===== config.mk =====
export PLATFORM = sky130hd
export DESIGN_NAME = fractcam_wr_ctrl_flat
export DESIGN_NICKNAME = d
export VERILOG_FILES = /design/src/rtl/fractcam_pkg.sv /design/src/rtl/fractcam_wr_ctrl_if.sv /design/src/rtl/fractcam_slice_match.sv /design/src/rtl/fractcam_wr_ctrl.sv /design/src/flat_wrapper.sv
export SDC_FILE = /design/constraint.sdc
export NUM_CORES = 1
export LEC_CHECK = 0
export BUFFER_PORTS_ARGS = -buffer_cell sky130_fd_sc_hd__buf_2
export CORE_UTILIZATION = 54
export CTS_CLUSTER_SIZE = 20
export DETAILED_ROUTE_END_ITERATION = 7
export HOLD_SLACK_MARGIN = 0.1
export PLACE_DENSITY = 0.83
export SYNTH_ARGS = -nofsm -noshare
export SYNTH_HDL_FRONTEND = slang
export SYNTH_SLANG_ARGS = --single-unit

===== constraint.sdc =====
create_clock -name clk -period 3.4 [get_ports clk]
set_clock_uncertainty 0.2 [all_clocks]
set_input_delay 1.02 -clock clk [delete_from_list [all_inputs] [get_ports clk]]
set_output_delay 1.02 -clock clk [all_outputs]
set_load 0.01 [all_outputs]

===== src/rtl/fractcam_pkg.sv =====
// Shared definitions for the fractional TCAM write path.
// - SLICE_WIDTH_DEFAULT : key bits covered by one LUTRAM slice.
// - ceil_div()          : integer ceiling divide, used to size SLICE_COUNT.
// - STATE_IDLE/WRITE    : state encodings of the write controller.
package fractcam_pkg;

  localparam int SLICE_WIDTH_DEFAULT = 5;

  localparam logic STATE_IDLE  = 1'b0;
  localparam logic STATE_WRITE = 1'b1;

  typedef enum logic {
    ST_IDLE  = STATE_IDLE,
    ST_WRITE = STATE_WRITE
  } state_e;

  function automatic int ceil_div(input int num, input int den);
    return (num + den - 1) / den;
  endfunction

endpackage


===== src/rtl/fractcam_wr_ctrl_if.sv =====
// Entry-update request channel of the fractional TCAM write controller.
// - valid/ready : handshake; a request transfers when both are high at a clock edge.
// - entry       : target entry index.
// - key / mask  : key value and care mask (1 = compare, 0 = wildcard).
// - enable      : 1 = program the entry, 0 = invalidate it.
// master drives the request, slave (the controller) drives ready.
interface fractcam_wr_ctrl_if #(
  parameter int ENTRY_ADDR_WIDTH = 4,
  parameter int KEY_WIDTH        = 32
);

  logic                        valid;
  logic                        ready;
  logic [ENTRY_ADDR_WIDTH-1:0] entry;
  logic [KEY_WIDTH-1:0]        key;
  logic [KEY_WIDTH-1:0]        mask;
  logic                        enable;

  modport master (output valid, entry, key, mask, enable, input ready);
  modport slave  (input valid, entry, key, mask, enable, output ready);

endinterface


===== src/rtl/fractcam_slice_match.sv =====
// Combinational LUTRAM content generator for one TCAM entry.
// - addr  : LUTRAM address (the slice's key bits being looked up).
// - key   : padded key, SLICE_COUNT*SLICE_WIDTH bits.
// - mask  : padded care mask, same width; pad bits must be 0.
// - match : one bit per slice, 1 when addr equals the key on every cared bit.
module fractcam_slice_match
  import fractcam_pkg::*;
#(
  parameter int SLICE_WIDTH = SLICE_WIDTH_DEFAULT,
  parameter int SLICE_COUNT = 1
) (
  input  logic [SLICE_WIDTH-1:0]             addr,
  input  logic [SLICE_COUNT*SLICE_WIDTH-1:0] key,
  input  logic [SLICE_COUNT*SLICE_WIDTH-1:0] mask,
  output logic [SLICE_COUNT-1:0]             match
);

  // NOTE: every signal written in always_comb gets a default first, so no
  // path through the block can leave it unassigned and infer a latch.
  always_comb begin
    match = '0;
    for (int i = 0; i < SLICE_COUNT; i++) begin
      match[i] = ((addr ^ key[i*SLICE_WIDTH +: SLICE_WIDTH])
                  & mask[i*SLICE_WIDTH +: SLICE_WIDTH]) == '0;
    end
  end

endmodule


===== src/rtl/fractcam_wr_ctrl.sv =====
// Fractional TCAM write controller, upstream of the entry-select demux.
// Accepts one entry update over s_wr, then rewrites all 2^SLICE_WIDTH
// LUTRAM addresses of every slice of that entry, one address per cycle.
// - clk, rst_n : clock, asynchronous active-low reset.
// - s_wr       : request channel (slave side).
// - wr_en      : LUTRAM write strobe.
// - wr_addr    : LUTRAM address being written (also the burst counter).
// - wr_sel     : entry index, demux select.
// - wr_data    : match bit per slice, demux data.
// - wr_last    : marks the final address of the burst.
// - busy       : update in progress.
module fractcam_wr_ctrl
  import fractcam_pkg::*;
#(
  parameter int KEY_WIDTH        = 32,
  parameter int SLICE_WIDTH      = SLICE_WIDTH_DEFAULT,
  parameter int SLICE_COUNT      = ceil_div(KEY_WIDTH, SLICE_WIDTH),
  parameter int ENTRY_COUNT      = 16,
  parameter int ENTRY_ADDR_WIDTH = $clog2(ENTRY_COUNT)
) (
  input  logic                        clk,
  input  logic                        rst_n,
  fractcam_wr_ctrl_if.slave           s_wr,
  output logic                        wr_en,
  output logic [SLICE_WIDTH-1:0]      wr_addr,
  output logic [ENTRY_ADDR_WIDTH-1:0] wr_sel,
  output logic [SLICE_COUNT-1:0]      wr_data,
  output logic                        wr_last,
  output logic                        busy
);

  localparam int                     PAD_WIDTH = SLICE_COUNT * SLICE_WIDTH;
  localparam logic [SLICE_WIDTH-1:0] ADDR_LAST = '1;

  state_e                 state_q, state_d;
  logic                   ready_q;
  logic                   en_q, en_d;
  logic [PAD_WIDTH-1:0]   key_q, key_d;
  logic [PAD_WIDTH-1:0]   mask_q, mask_d;
  logic                   load;
  logic                   wr_en_d, wr_last_d;
  logic [SLICE_WIDTH-1:0] addr_d;
  logic [SLICE_COUNT-1:0] match;

  assign s_wr.ready = ready_q;
  assign busy       = (state_q == ST_WRITE);

  // Outputs are registered, so the match is evaluated on the values the
  // registers are about to take: on the accepting edge that is the incoming
  // request, afterwards the latched copy. Zero-extension makes pad bits
  // wildcards.
  assign key_d  = load ? PAD_WIDTH'(s_wr.key)  : key_q;
  assign mask_d = load ? PAD_WIDTH'(s_wr.mask) : mask_q;
  assign en_d   = load ? s_wr.enable           : en_q;

  always_comb begin
    state_d   = state_q;
    load      = 1'b0;
    wr_en_d   = 1'b0;
    wr_last_d = 1'b0;
    addr_d    = '0;
    unique case (state_q)
      ST_IDLE: begin
        if (s_wr.valid && ready_q) begin
          load    = 1'b1;
          state_d = ST_WRITE;
          wr_en_d = 1'b1;
        end
      end
      ST_WRITE: begin
        // Terminal count alone ends the burst; the counter never wraps.
        if (wr_addr == ADDR_LAST) begin
          state_d = ST_IDLE;
        end else begin
          wr_en_d   = 1'b1;
          addr_d    = wr_addr + SLICE_WIDTH'(1);
          wr_last_d = (addr_d == ADDR_LAST);
        end
      end
      default: state_d = ST_IDLE;
    endcase
  end

  fractcam_slice_match #(
    .SLICE_WIDTH (SLICE_WIDTH),
    .SLICE_COUNT (SLICE_COUNT)
  ) u_match (
    .addr  (addr_d),
    .key   (key_d),
    .mask  (mask_d),
    .match (match)
  );

  // NOTE: sequential state uses non-blocking assignments so every register
  // samples pre-edge values, independent of statement order.
  always_ff @(posedge clk or negedge rst_n) begin
    if (!rst_n) begin
      state_q <= ST_IDLE;
      ready_q <= 1'b0;
      en_q    <= 1'b0;
      key_q   <= '0;
      mask_q  <= '0;
      wr_en   <= 1'b0;
      wr_last <= 1'b0;
      wr_addr <= '0;
      wr_sel  <= '0;
      wr_data <= '0;
    end else begin
      state_q <= state_d;
      // Ready stays low through reset and rises on the first edge after it.
      ready_q <= (state_d == ST_IDLE);
      en_q    <= en_d;
      key_q   <= key_d;
      mask_q  <= mask_d;
      wr_en   <= wr_en_d;
      wr_last <= wr_last_d;
      wr_addr <= addr_d;
      wr_data <= wr_en_d ? (match & {SLICE_COUNT{en_d}}) : '0;
      if (load) begin
        wr_sel <= s_wr.entry;
      end
    end
  end

endmodule


===== src/flat_wrapper.sv =====
// flat-port wrapper written by rule: the top's interface ports become plain ports
module fractcam_wr_ctrl_flat import fractcam_pkg::*;
#(
  parameter int KEY_WIDTH        = 32,
  parameter int SLICE_WIDTH      = SLICE_WIDTH_DEFAULT,
  parameter int SLICE_COUNT      = ceil_div(KEY_WIDTH, SLICE_WIDTH),
  parameter int ENTRY_COUNT      = 16,
  parameter int ENTRY_ADDR_WIDTH = $clog2(ENTRY_COUNT)
)
  (clk, rst_n, wr_en, wr_addr, wr_sel, wr_data, wr_last, busy, s_wr_valid, s_wr_entry, s_wr_key, s_wr_mask, s_wr_enable, s_wr_ready);
  fractcam_wr_ctrl_if #(.ENTRY_ADDR_WIDTH(ENTRY_ADDR_WIDTH), .KEY_WIDTH(KEY_WIDTH)) s_wr_i ();
  input  logic clk;
  input  logic rst_n;
  output logic wr_en;
  output logic [SLICE_WIDTH-1:0] wr_addr;
  output logic [ENTRY_ADDR_WIDTH-1:0] wr_sel;
  output logic [SLICE_COUNT-1:0] wr_data;
  output logic wr_last;
  output logic busy;
  input wire logic [$bits(s_wr_i.valid)-1:0] s_wr_valid;
  input wire logic [$bits(s_wr_i.entry)-1:0] s_wr_entry;
  input wire logic [$bits(s_wr_i.key)-1:0] s_wr_key;
  input wire logic [$bits(s_wr_i.mask)-1:0] s_wr_mask;
  input wire logic [$bits(s_wr_i.enable)-1:0] s_wr_enable;
  output wire logic [$bits(s_wr_i.ready)-1:0] s_wr_ready;
  assign s_wr_i.valid = s_wr_valid;
  assign s_wr_i.entry = s_wr_entry;
  assign s_wr_i.key = s_wr_key;
  assign s_wr_i.mask = s_wr_mask;
  assign s_wr_i.enable = s_wr_enable;
  assign s_wr_ready = s_wr_i.ready;
  fractcam_wr_ctrl #(.KEY_WIDTH(KEY_WIDTH), .SLICE_WIDTH(SLICE_WIDTH), .SLICE_COUNT(SLICE_COUNT), .ENTRY_COUNT(ENTRY_COUNT), .ENTRY_ADDR_WIDTH(ENTRY_ADDR_WIDTH)) u_core (.clk(clk), .rst_n(rst_n), .s_wr(s_wr_i), .wr_en(wr_en), .wr_addr(wr_addr), .wr_sel(wr_sel), .wr_data(wr_data), .wr_last(wr_last), .busy(busy));
endmodule

# After elaboration in Yosys (flattened, before gate mapping)
# Index checks and enable logic that the tools add are counted.
dict set report classes {
  addsub 1
  eq_ne 2
  n_mux 12
  bitwise 17
  reduce_logical 8
}
# op n
set op_table {}
lappend op_table {{35-bit 2-to-1 mux} 2}
lappend op_table {{5-bit AND} 7}
lappend op_table {{5-bit zero test} 7}
lappend op_table {{5-bit XOR} 7}
lappend op_table {{5-bit == test, second input constant} 2}
lappend op_table {{5-bit 2-to-1 mux} 2}
lappend op_table {{7-bit AND} 1}
lappend op_table {{7-bit 2-to-1 mux} 1}
lappend op_table {{1-bit 2-to-1 mux} 6}
lappend op_table {{5-bit by 1-bit adder with 5-bit output, second input constant} 1}
lappend op_table {{1-bit inverter} 2}
lappend op_table {{1-bit one-hot mux with 2 select lines} 1}
lappend op_table {{1-bit logical AND} 1}
dict set report word_totals {
  output_inout_bits 20
  reg_bits 90
  in_bits 72
}

# Longest topological paths before layout
# Gate-level depths: netlist of the first run.
dict set report depth {
  depth_word 9
  mapped_depth 9
  mapped_depth_nobuf 8
}

# Modules after synthesis
# From an unflattened synthesis of the first run, not the netlist that was laid out.
dict set report hier_totals {
  cells_unflattened 271
  hier_area_um2 3913.8
}
# mod area_per_inst_um2 n_inst cells_each seq_area_each_um2
set by_module_without_submodules {}
lappend by_module_without_submodules {fractcam_wr_ctrl 3409.5 1 203 2252.2}
lappend by_module_without_submodules {fractcam_slice_match 504.2 1 68 0.0}

# Least setup slack after synthesis of the first run
# Ideal clock, no wire load.
dict set report synth_timing {
  kind {reg-to-reg}
  startpoint {register u_core.wr_addr[0]}
  endpoint {register u_core.wr_data[1]}
  arrival_time_ns 2.147
  stages_incl_launch_ff 9
  slack_ns 0.932
  path_buffers 0
  synth_period_minus_slack_ns 2.468
  setup_time_ns 0.120
  path_cell_list {dfrtp_1 -> ha_1 -> and3_2 -> ha_1 -> or3b_4 -> mux2i_4 -> xor2_1 -> a21oi_1 -> o211a_1}
}
dict set report synth_via {
  elab_chain_len 8
  word_cells_on_any_way 11
}
# element line
set synth_lines {}
lappend synth_lines {{start, declared} fractcam_wr_ctrl.sv:25} ;# output logic [SLICE_WIDTH-1:0] wr_addr,
lappend synth_lines {{start signal, assigned} fractcam_wr_ctrl.sv:117} ;# wr_addr <= addr_d;
lappend synth_lines {{5-bit by 1-bit adder with 5-bit output or 5-bit == test (tied branches)} {fractcam_wr_ctrl.sv:76, fractcam_wr_ctrl.sv:72}}
lappend synth_lines {{5-bit 2-to-1 mux (*)} fractcam_wr_ctrl.sv:72} ;# if (wr_addr == ADDR_LAST) begin
lappend synth_lines {{5-bit 2-to-1 mux (*)} fractcam_wr_ctrl.sv:62} ;# unique case (state_q)
lappend synth_lines {{net u_core.addr_d[3]} fractcam_wr_ctrl.sv:42} ;# logic [SLICE_WIDTH-1:0] addr_d;
lappend synth_lines {{5-bit XOR (*)} fractcam_slice_match.sv:23} ;# match[i] = ((addr ^ key[i*SLICE_WIDTH +: SLICE_WIDTH])
lappend synth_lines {{5-bit AND (*)} fractcam_slice_match.sv:24} ;# & mask[i*SLICE_WIDTH +: SLICE_WIDTH]) == '0;
lappend synth_lines {{5-bit zero test (*)} fractcam_slice_match.sv:23}
lappend synth_lines {{7-bit AND (*)} fractcam_wr_ctrl.sv:118} ;# wr_data <= wr_en_d ? (match & {SLICE_COUNT{en_d}}) : '0;
lappend synth_lines {{7-bit 2-to-1 mux (*)} fractcam_wr_ctrl.sv:118}
lappend synth_lines {{end signal, assigned} fractcam_wr_ctrl.sv:118}
lappend synth_lines {{end, declared} fractcam_wr_ctrl.sv:27} ;# output logic [SLICE_COUNT-1:0] wr_data,
# Mark *: on every way through the listed nets, which the timed path passes. The rest lies on a longest branch.
# A chain may end at the register's enable or synchronous reset.

# Worst setup path in the final report of the first run
dict set report layout_timing {
  startpoint {register u_core.wr_addr[0]}
  endpoint {register u_core.wr_data[5]}
}
dict set report layout_via {
  elab_chain_len 8
  word_cells_on_any_way 11
}
# element line
set layout_lines {}
lappend layout_lines {{5-bit by 1-bit adder with 5-bit output or 5-bit == test (tied branches)} {fractcam_wr_ctrl.sv:76, fractcam_wr_ctrl.sv:72}}
lappend layout_lines {{5-bit 2-to-1 mux} fractcam_wr_ctrl.sv:72}
lappend layout_lines {{5-bit 2-to-1 mux} fractcam_wr_ctrl.sv:62}
lappend layout_lines {{5-bit XOR} fractcam_slice_match.sv:23}
lappend layout_lines {{5-bit AND} fractcam_slice_match.sv:24}
lappend layout_lines {{5-bit zero test} fractcam_slice_match.sv:23}
lappend layout_lines {{7-bit AND} fractcam_wr_ctrl.sv:118}
lappend layout_lines {{7-bit 2-to-1 mux (*)} fractcam_wr_ctrl.sv:118}
# Every way passes the cells marked *; elsewhere a longest branch is shown, timed or not.

==> results.yml, run 1 <==
critical_path:
  critPathArrivalTime_ps: 3020
  slowest_stage: "a2111oi_0"
  cpPeakStageDelay_ps: 540
  cp_cell_sequence: "ha_1 > and3_2 > ha_1 > and2b_1 > nand2_1 > nor3b_1 > a2111oi_0 > o211a_1"
  critical_path_class: "reg -> reg"
  cp_top_family: "simple AND/OR/NAND/NOR gates"
  critPathRequiredTime_ps: 3490
  cpMostUsedCell: "ha_1"
  endpoint_kind: "flip-flop"
  path_buf_inv: 0
  cp_max_fo: 11
  critPathLaunchType: "flip-flop"
timing:
  post-route-period-util_pct: 86.04
  tns_ps: 0
  setup_violations: 0
  maxSlewViolCount: 0
  hold_viol: 0
  relSlewSlack_pct: 51.39
  max_freq_mhz: 341.8
  worst_pin_slew_ps: 729.2
  grt_setup_unrepaired: "false"
  min_period_ps: 2925
clocking:
  cts_max_path_buffers: 2
  post_cts_resized: 0
  cts_setup_buffers: 0
  clk_pin_slew_ps: 80
  cts_tree: "yes"
  cts_htree_levels: 3
  clock-sinks: 90
  numCtsBuffers: 9
  clk_latency_ps: 350
  cts_hold_buf: 0
  clockRootBuffer: "clkbuf_8"
global_routing:
  grt_pass1_vias: 3342
  antenna_found_initial: 0
  grt_overflow: 0
  grt_pass1_wl_um: 15790
  grt_usage_pct: 26.65
  grt_max_degree: 50
synth:
  synth_top_area_share_pct: 55.13
  ys_top_cells_by_count: "nand2_1 (213), dfrtp_1 (90), a21oi_1 (22), xor2_1 (16), clkbuf_1 (15)"
  syn-num-nets: 532
  synth_area_leader_cell: "dfrtp_1"
  netlist_area_um2: 4085
  synth_area_leaders: "dfrtp_1 (55%), nand2_1 (20%), xor2_1 (3.4%)"
  ys_seq_area_share_pct: 55.13
  yosys_register_bits: 90
  synth.most_common_cell: "nand2_1"
  yosys.cell_types.count: 37
  syn-mean-instance-area_um2: 8.939
  yosys_most_used_dff: "dfrtp_1"
  synth-async-reset-ratio_pct: 100.0
  synthesis.instances: 457
  yosysWarnings: 0
  synth-edff-count: 0
worst_hold_path:
  hold_path.class: "reg -> reg"
layout:
  diodes: 0
  drive_above_1_share_pct: 22.50
  post-route-util_pct: 66.52
  syn2layout_area_growth_pct: 18.74
  layout.nets: 621
routing:
  route.detailed.drc: 0
  antenna_left: 0
  drt-initial-drc-count: 258
  totalWireLength_um: 9612
  wl_per_cell_um: 14.79
  vias: 3533
  avgViaCountPerCell: 5.435
  drtPass1Iterations: 5
floorplan:
  start_util_pct: 56.02
  die_x_um: 88.98
  rows: 31
  die-area_um2: 7917
  die_h_um: 88.98
  core_um2: 7292
  io_pins: 92
placement:
  gp_congestion: 0.8560
  port_buffers: 91
  dpl.hpwl_um: 6899
outcome:
  status: "finished clean"
flow_run:
  maxCapViolations: 0
power:
  leakage_uw: 0.002683
  p_per_area_nw_per_um2: 801.4
  vdd_drop_max_uv: 280.7
## through the flow
stage | instance area (um^2) | instances | worst slack [ps] | total power, uW | hold slack (ps)
6_report | 4851 | 650 | 474.7 | 3888 | 276.1
5_1_grt | 4851 | 650 | 396.0 | 4154 | 301.6
4_1_cts | 4851 | 650 | 546.4 | 3889 | 276.5
2_1_floorplan | 4085 | 457 | 932.4 | 2716 | 238.4
3_3_place_gp | 4668 | 634 | 685.9 | 3126 | 253.2
3_5_place_dp | 4668 | 634 | 583.0 | 3210 | 257.0
## sequential cells by signal, summed over array words and instances, names as in the netlist
| signal | cells |
|---|---|
| u_core.wr_last | 1 |
| u_core.mask_q | 35 |
| u_core.wr_en | 1 |
| u_core.wr_data | 7 |
| u_core.s_wr.ready | 1 |
| u_core.wr_sel | 4 |
| u_core.en_q | 1 |
| u_core.key_q | 35 |
| u_core.wr_addr | 5 |
## cells by family (layout without fill, tap and decap cells)
kind of cell    Yosys count  count (layout)  share of synthesized area, %
xor+xnor                 22              22                         4.717
compound gates           64              64                         10.81
mux                       1               1                        0.5513
simple gates            249             249                         24.96
buf+inv                  28             122                         2.909
flops                    90              90                         55.13
fa+ha+maj                 3               3                        0.9189
## final timing paths
check	slack [ps]	start	endpoint	cells past startpoint
max	470	u_core.wr_addr[0]	u_core.wr_data[5]	8
min	280	u_core.mask_q[21]	u_core.mask_q[21]	2
max reg2reg	470	u_core.wr_addr[0]	u_core.wr_data[5]	8
min reg2reg	280	u_core.mask_q[21]	u_core.mask_q[21]	2
max in group asynchronous	1860	rst_n	u_core.mask_q[15]	2
min in group asynchronous	470	rst_n	u_core.mask_q[30]	1
## layout by cell type, fill, tap and decap left out, types with 2 or more instances in the layout
cell type and count:
clkbuf_1 2, nor3b_1 2, nor4_1 4, a2111oi_0 2, inv_1 4, a21oi_1 22
nor2_1 4, o21ai_0 10, dfrtp_1 90, and2_1 7, a32o_1 2, a222oi_1 4
xor2_1 16, xnor2_1 6, nand2_1 213, clkinv_2 2, ha_1 3, or2_2 2
a221o_1 2, o211a_1 6, nand3_1 7, buf_4 11, buf_2 90, clkbuf_8 12
a22oi_1 13
## metal layers
metal | vias up | wire length, um | global-route usage [%]
met1 | 1691 | 4148 | 37.99
met3 | 22 | 614 | 3.878
met4 | 0 | 223 | 10.68
met5 | - | 0 | 0
met2 | 141 | 4626 | 41.75
li1 | 1679 | - | -
## worst reg2reg max path: cells and delay by family (launching register included)
family / cells / cell delay (ps)
simple gates: 4 / 1030
fa+ha+maj: 2 / 440
compound gates: 2 / 780
flops: 1 / 430
## where the power goes
| part | internal (uW) | switching [uW] |
|---|---|---|
| clock | 324 | 345 |
| sequential | 1500 | 294 |
| combinational | 593 | 833 |
## cell type report
| class | instances | area [um^2] |
|---|---|---|
| Clock buffer | 14 | 172.7 |
| Clock inverter | 2 | 10.01 |
| Fill cell | 616 | 2441 |
| Inverter | 4 | 15.01 |
| Multi-Input combinational cell | 339 | 1724 |
| Sequential cell | 90 | 2252 |
| Tap cell | 99 | 123.9 |
| Timing Repair Buffer | 102 | 553.0 |
(Power assumes the default switching activity.)
==> run 2, diff against run 1 <==
--- a/config.mk
+++ b/config.mk
@@ -6,11 +6,11 @@
 export NUM_CORES = 1
 export LEC_CHECK = 0
 export BUFFER_PORTS_ARGS = -buffer_cell sky130_fd_sc_hd__buf_2
-export CORE_UTILIZATION = 54
+export CORE_UTILIZATION = 53
 export CTS_CLUSTER_SIZE = 20
 export DETAILED_ROUTE_END_ITERATION = 7
 export HOLD_SLACK_MARGIN = 0.1
-export PLACE_DENSITY = 0.83
+export PLACE_DENSITY_LB_ADDON = 0.12
 export SYNTH_ARGS = -nofsm -noshare
 export SYNTH_HDL_FRONTEND = slang
 export SYNTH_SLANG_ARGS = --single-unit
==> run 2 against run 1 <==
Compared with the run above: critical path depth did not move; final area rose by 0.88%; clock-buffer cell count fell by 4; non-clock buffer count fell by 2; routed wire length fell by 2.7%; clock power rose by 21%; register-to-register slack improved by 210 ps; combinational power fell by 3%; flip-flop and latch count did not move; die area rose by 1.9%; worst setup slack improved by 210 ps; maximum frequency rose by 7.9%.
==> results.yml, run 2 (synthesis gave the netlist of run 1 again) <==
outcome:
  status: "finished clean"
routing:
  dr_wl_met3_um: 411
  totalWireLength_um: 9354
  avgViaCountPerCell: 5.208
  drt-initial-drc-count: 192
  antenna_left: 0
  route.detailed.drc: 0
  drt-met1-wl_um: 4206
  vias: 3375
  met2_length_um: 4623
  drtPass1Iterations: 7
  wl_per_cell_um: 14.44
  top_layer: "met4"
power:
  vdd_drop_max_uv: 335.4
  power_uw: 4001
  leakage_uw: 0.002690
  p_per_area_nw_per_um2: 817.6
placement:
  dpl.hpwl_um: 6527
  gp_congestion: 0.8166
  port_buffers: 91
timing:
  worst_pin_slew_ps: 638.2
  setup_violations: 0
  maxSlewViolCount: 0
  holdWs_ps: 281.9
  grt_setup_unrepaired: "false"
  post-route-period-util_pct: 79.75
  hold_viol: 0
  max_freq_mhz: 368.8
  relSlewSlack_pct: 57.37
  tns_ps: 0
  min_period_ps: 2712
floorplan:
  io_pins: 92
  die_h_um: 89.80
  die_x_um: 89.80
  start_util_pct: 55.43
  core_um2: 7370
  die-area_um2: 8063
  rows: 31
layout:
  final_cell_mix: "nand2_1 (213), buf_2 (90), dfrtp_1 (90), a21oi_1 (22), xor2_1 (16)"
  diodes: 0
  layout.nets: 619
  syn2layout_area_growth_pct: 19.79
  drive_above_1_share_pct: 22.59
  final_common_cell: "nand2_1"
  post-route-util_pct: 66.40
  largest_registers: "u_core.key_q (35), u_core.mask_q (35), u_core.wr_data (7)"
clocking:
  clk_pin_slew_ps: 90
  numCtsBuffers: 9
  cts_hold_buf: 0
  cts_htree_levels: 3
  clock-sinks: 90
  clk_latency_ps: 350
  clockRootBuffer: "clkbuf_8"
  cts_max_path_buffers: 2
  post_cts_resized: 0
  cts_setup_buffers: 0
  cts_tree: "yes"
flow_run:
  maxCapViolations: 0
critical_path:
  cpPeakStageDelay_ps: 450
  cpMostUsedCell: "ha_1"
  rr_startpoint: "u_core.wr_addr[0]"
  r2r_end: "u_core.wr_data[1]"
  critPathArrivalTime_ps: 2810
  endpoint: "u_core.wr_data[1]"
  r2r_setup_slack_ps: 690
  cp_cell_sequence: "ha_1 > and3_2 > ha_1 > and2b_1 > nand2_1 > nor3b_1 > a2111oi_0 > o211a_1"
  critical_path_class: "reg -> reg"
  cp_max_fo: 11
  critPathRequiredTime_ps: 3500
  slowest_stage: "nand2_1"
  reg2reg_depth: 8
  endpoint_kind: "flip-flop"
  crit_start: "u_core.wr_addr[0]"
  critPathLaunchType: "flip-flop"
global_routing:
  grt_overflow: 0
  grt_usage_pct: 25.41
  grt_pass1_vias: 3433
  antenna_found_initial: 0
  grt_max_degree: 80
  grt_pass1_wl_um: 16110
worst_hold_path:
  hold_path.class: "reg -> reg"
## run 2: stage by stage
stage,setup slack (ps),std cells,cell area [um^2]
after global routing,460.2,648,4893
after detailed placement,699.0,632,4666
final,688.4,648,4893
after global placement,785.5,632,4666
after floorplan,932.4,457,4085
after CTS,676.2,648,4893
## run 2: how the worst min path moves through the flow
stage | startpoint | slack [ps] | end | cells past startpoint
3_3_place_gp | u_core.mask_q[16] | 250 | u_core.mask_q[16] | 2
4_1_cts | u_core.mask_q[16] | 280 | u_core.mask_q[16] | 2
5_1_grt | u_core.mask_q[11] | 310 | u_core.mask_q[11] | 2
6_report | u_core.wr_sel[1] | 280 | u_core.wr_sel[1] | 2
3_5_place_dp | u_core.mask_q[16] | 260 | u_core.mask_q[16] | 2
2_1_floorplan | u_core.mask_q[13] | 240 | u_core.mask_q[13] | 2
## run 2: where the power goes
group          internal, uW  switching [uW]
combinational           599             792
clock                   435             378
sequential             1500             299
total                  2530            1470
## run 2: layer usage
| layer | track usage (%) | up-vias |
|---|---|---|
| li1 | - | 1668 |
| met2 | 41.92 | 98 |
| met1 | 33.64 | 1599 |
| met4 | 6.831 | 0 |
| met3 | 6.176 | 10 |
| met5 | 0 | - |
## run 2: cell type report
type,instances,area [um^2]
Timing Repair Buffer,100,550.5
Inverter,4,15.01
Clock buffer,10,137.6
Sequential cell,90,2252
Multi-Input combinational cell,339,1724
Tap cell,99,123.9
Fill cell,655,2476
Clock inverter,6,90.09
## run 2: worst max-delay path: cells and delay by family, from the launching register on
| kind | cells | cell delay [ps] |
|---|---|---|
| simple gates | 4 | 980 |
| compound gates | 2 | 630 |
| flops | 1 | 440 |
| fa+ha+maj | 2 | 420 |
==> run 3, diff against run 2 <==
==> constraint.sdc (replaced) <==
create_clock -name clk -period 2.5 [get_ports clk]
set_clock_uncertainty 0.2 [all_clocks]
set_input_delay 0.75 -clock clk [delete_from_list [all_inputs] [get_ports clk]]
set_output_delay 0.75 -clock clk [all_outputs]
set_load 0.01 [all_outputs]
==> run 3 against run 2 <==
Compared with the run above: non-clock buffer count is 13 higher; via count is 2.5% higher; clock power is 30% higher; worst setup slack worse by 580 ps; die area stayed put; combinational power is 55% higher; critical endpoint unchanged.
==> results.yml, run 3 (synthesis gave the netlist of run 1 again) <==
layout:
  drive_above_1_share_pct: 24.82
  final_common_cell: "nand2_1"
  layout.nets: 632
  syn2layout_area_growth_pct: 23.31
  final_cell_mix: "nand2_1 (213), buf_2 (90), dfrtp_1 (90), a21oi_1 (21), buf_4 (17)"
  diodes: 0
  largest_registers: "u_core.key_q (35), u_core.mask_q (35), u_core.wr_data (7)"
floorplan:
  rows: 31
  die-area_um2: 8063
  die_x_um: 89.80
  core_um2: 7370
  io_pins: 92
  die_h_um: 89.80
  start_util_pct: 55.43
timing:
  holdWs_ps: 141.6
  maxSlewViolCount: 0
  worst_pin_slew_ps: 504.6
  min_period_ps: 2393
  tns_ps: 0
  post-route-period-util_pct: 95.73
  hold_viol: 0
  relSlewSlack_pct: 66.36
  fin_ws_ps: 106.8
  max_freq_mhz: 417.9
  setup_violations: 0
  grt_setup_unrepaired: "false"
global_routing:
  antenna_found_initial: 0
  grt_max_degree: 47
  grt.busiest_layer: "met2"
  grtUsageMet3_pct: 3.469
  grt_usage_pct: 25.77
  grt_pass1_wl_um: 16280
  gr-usage-met1_pct: 37.12
  grt_overflow: 0
  grt_pass1_vias: 3356
  grt_use_met2_pct: 40.38
critical_path:
  endpoint_kind: "flip-flop"
  critPathLaunchType: "flip-flop"
  critical_path_class: "reg -> reg"
  cp_max_fo: 4
  critPathRequiredTime_ps: 2540
  critPathArrivalTime_ps: 2440
clocking:
  cts_setup_buffers: 0
  clk_latency_ps: 350
  clock-sinks: 90
  clockRootBuffer: "clkbuf_8"
  cts_hold_buf: 0
  cts_htree_levels: 3
  clk_pin_slew_ps: 90
  numCtsBuffers: 9
  cts_tree: "yes"
  cts_max_path_buffers: 2
routing:
  totalWireLength_um: 9576
  wl_per_cell_um: 14.53
  route.detailed.drc: 0
  antenna_left: 0
  drtPass1Iterations: 4
  avgViaCountPerCell: 5.250
  vias: 3460
  drt-initial-drc-count: 247
power:
  vdd_drop_max_uv: 560.4
  p_per_area_nw_per_um2: 1118
  leakage_uw: 0.002758
worst_hold_path:
  hold_path.class: "in -> async"
placement:
  dpl.hpwl_um: 6687
  port_buffers: 91
  pre_cts_ws_ps: 4.233
  gp_congestion: 0.8043
flow_run:
  maxCapViolations: 0
outcome:
  status: "finished clean"
run 3: cell count changes in the layout (fill, tap and decap cells not counted), moves of 2 or more:
cell / before / now
buf_12: 2 / 4
buf_4: 8 / 17
buf_6: 0 / 2
clkinv_4: 2 / 0
ha_1: 3 / 1
run 3: critical path, stage by stage, from the launching register on:
cell and delay [ps]:
dfrtp_1 390, ha_2 180, and3_4 180, ha_4 160
or3b_4 370, mux2i_4 200, buf_6 160, xor2_2 160
a21oi_2 70, o211a_1 200
run 3: area by class of cell:
cell class,instances,area (um^2)
clock buffers,11,141.4
well taps,99,123.9
inverters,4,15.01
clock inverters,3,65.06
repair buffers,113,680.7
multi-input cells,339,1759
fillers,602,2332
flip-flops and latches,90,2252
run 3: path summary, 6_finish.rpt:
kind	startpoint	slack [ps]	endpoint	cells after the start
max	u_core.wr_addr[1]	110	u_core.wr_data[1]	9
min	rst_n	140	u_core.key_q[32]	1
max reg2reg	u_core.wr_addr[1]	110	u_core.wr_data[1]	9
min reg2reg	u_core.mask_q[30]	270	u_core.mask_q[30]	2
max in group asynchronous	rst_n	1300	u_core.wr_addr[4]	2
min in group clk	u_core.mask_q[30]	270	u_core.mask_q[30]	2
run 3: through the flow:
stage / power (uW) / std cells / cell area (um^2) / util (%)
after global routing: 6036 / 659 / 5037 / 68.35
after CTS: 5613 / 659 / 5001 / 67.86
after floorplan: 3693 / 457 / 4085 / -
after detailed placement: 4532 / 645 / 4788 / 64.97
after global placement: 4454 / 645 / 4788 / 64.97
final: 5633 / 659 / 5037 / 68.35
run 3: timing repair:
item	CTS	global route
resized for setup	2	8
endpoints found under the hold margin	0	0
endpoints found under the setup margin	2	6
run 3: power breakdown:
group	switching, uW	leakage, uW	internal (uW)
Clock	479	0.000105	579
Sequential	391	0.00115	2040
Combinational	1150	0.00150	995
run 3: per-layer routing:
metal / routed length, um / up-vias / share of wire, %
met5: 0 / - / 0
met4: 117 / 0 / 1.2
met3: 504 / 10 / 5.3
met2: 4549 / 113 / 48
met1: 4405 / 1646 / 46
li1: - / 1691 / -
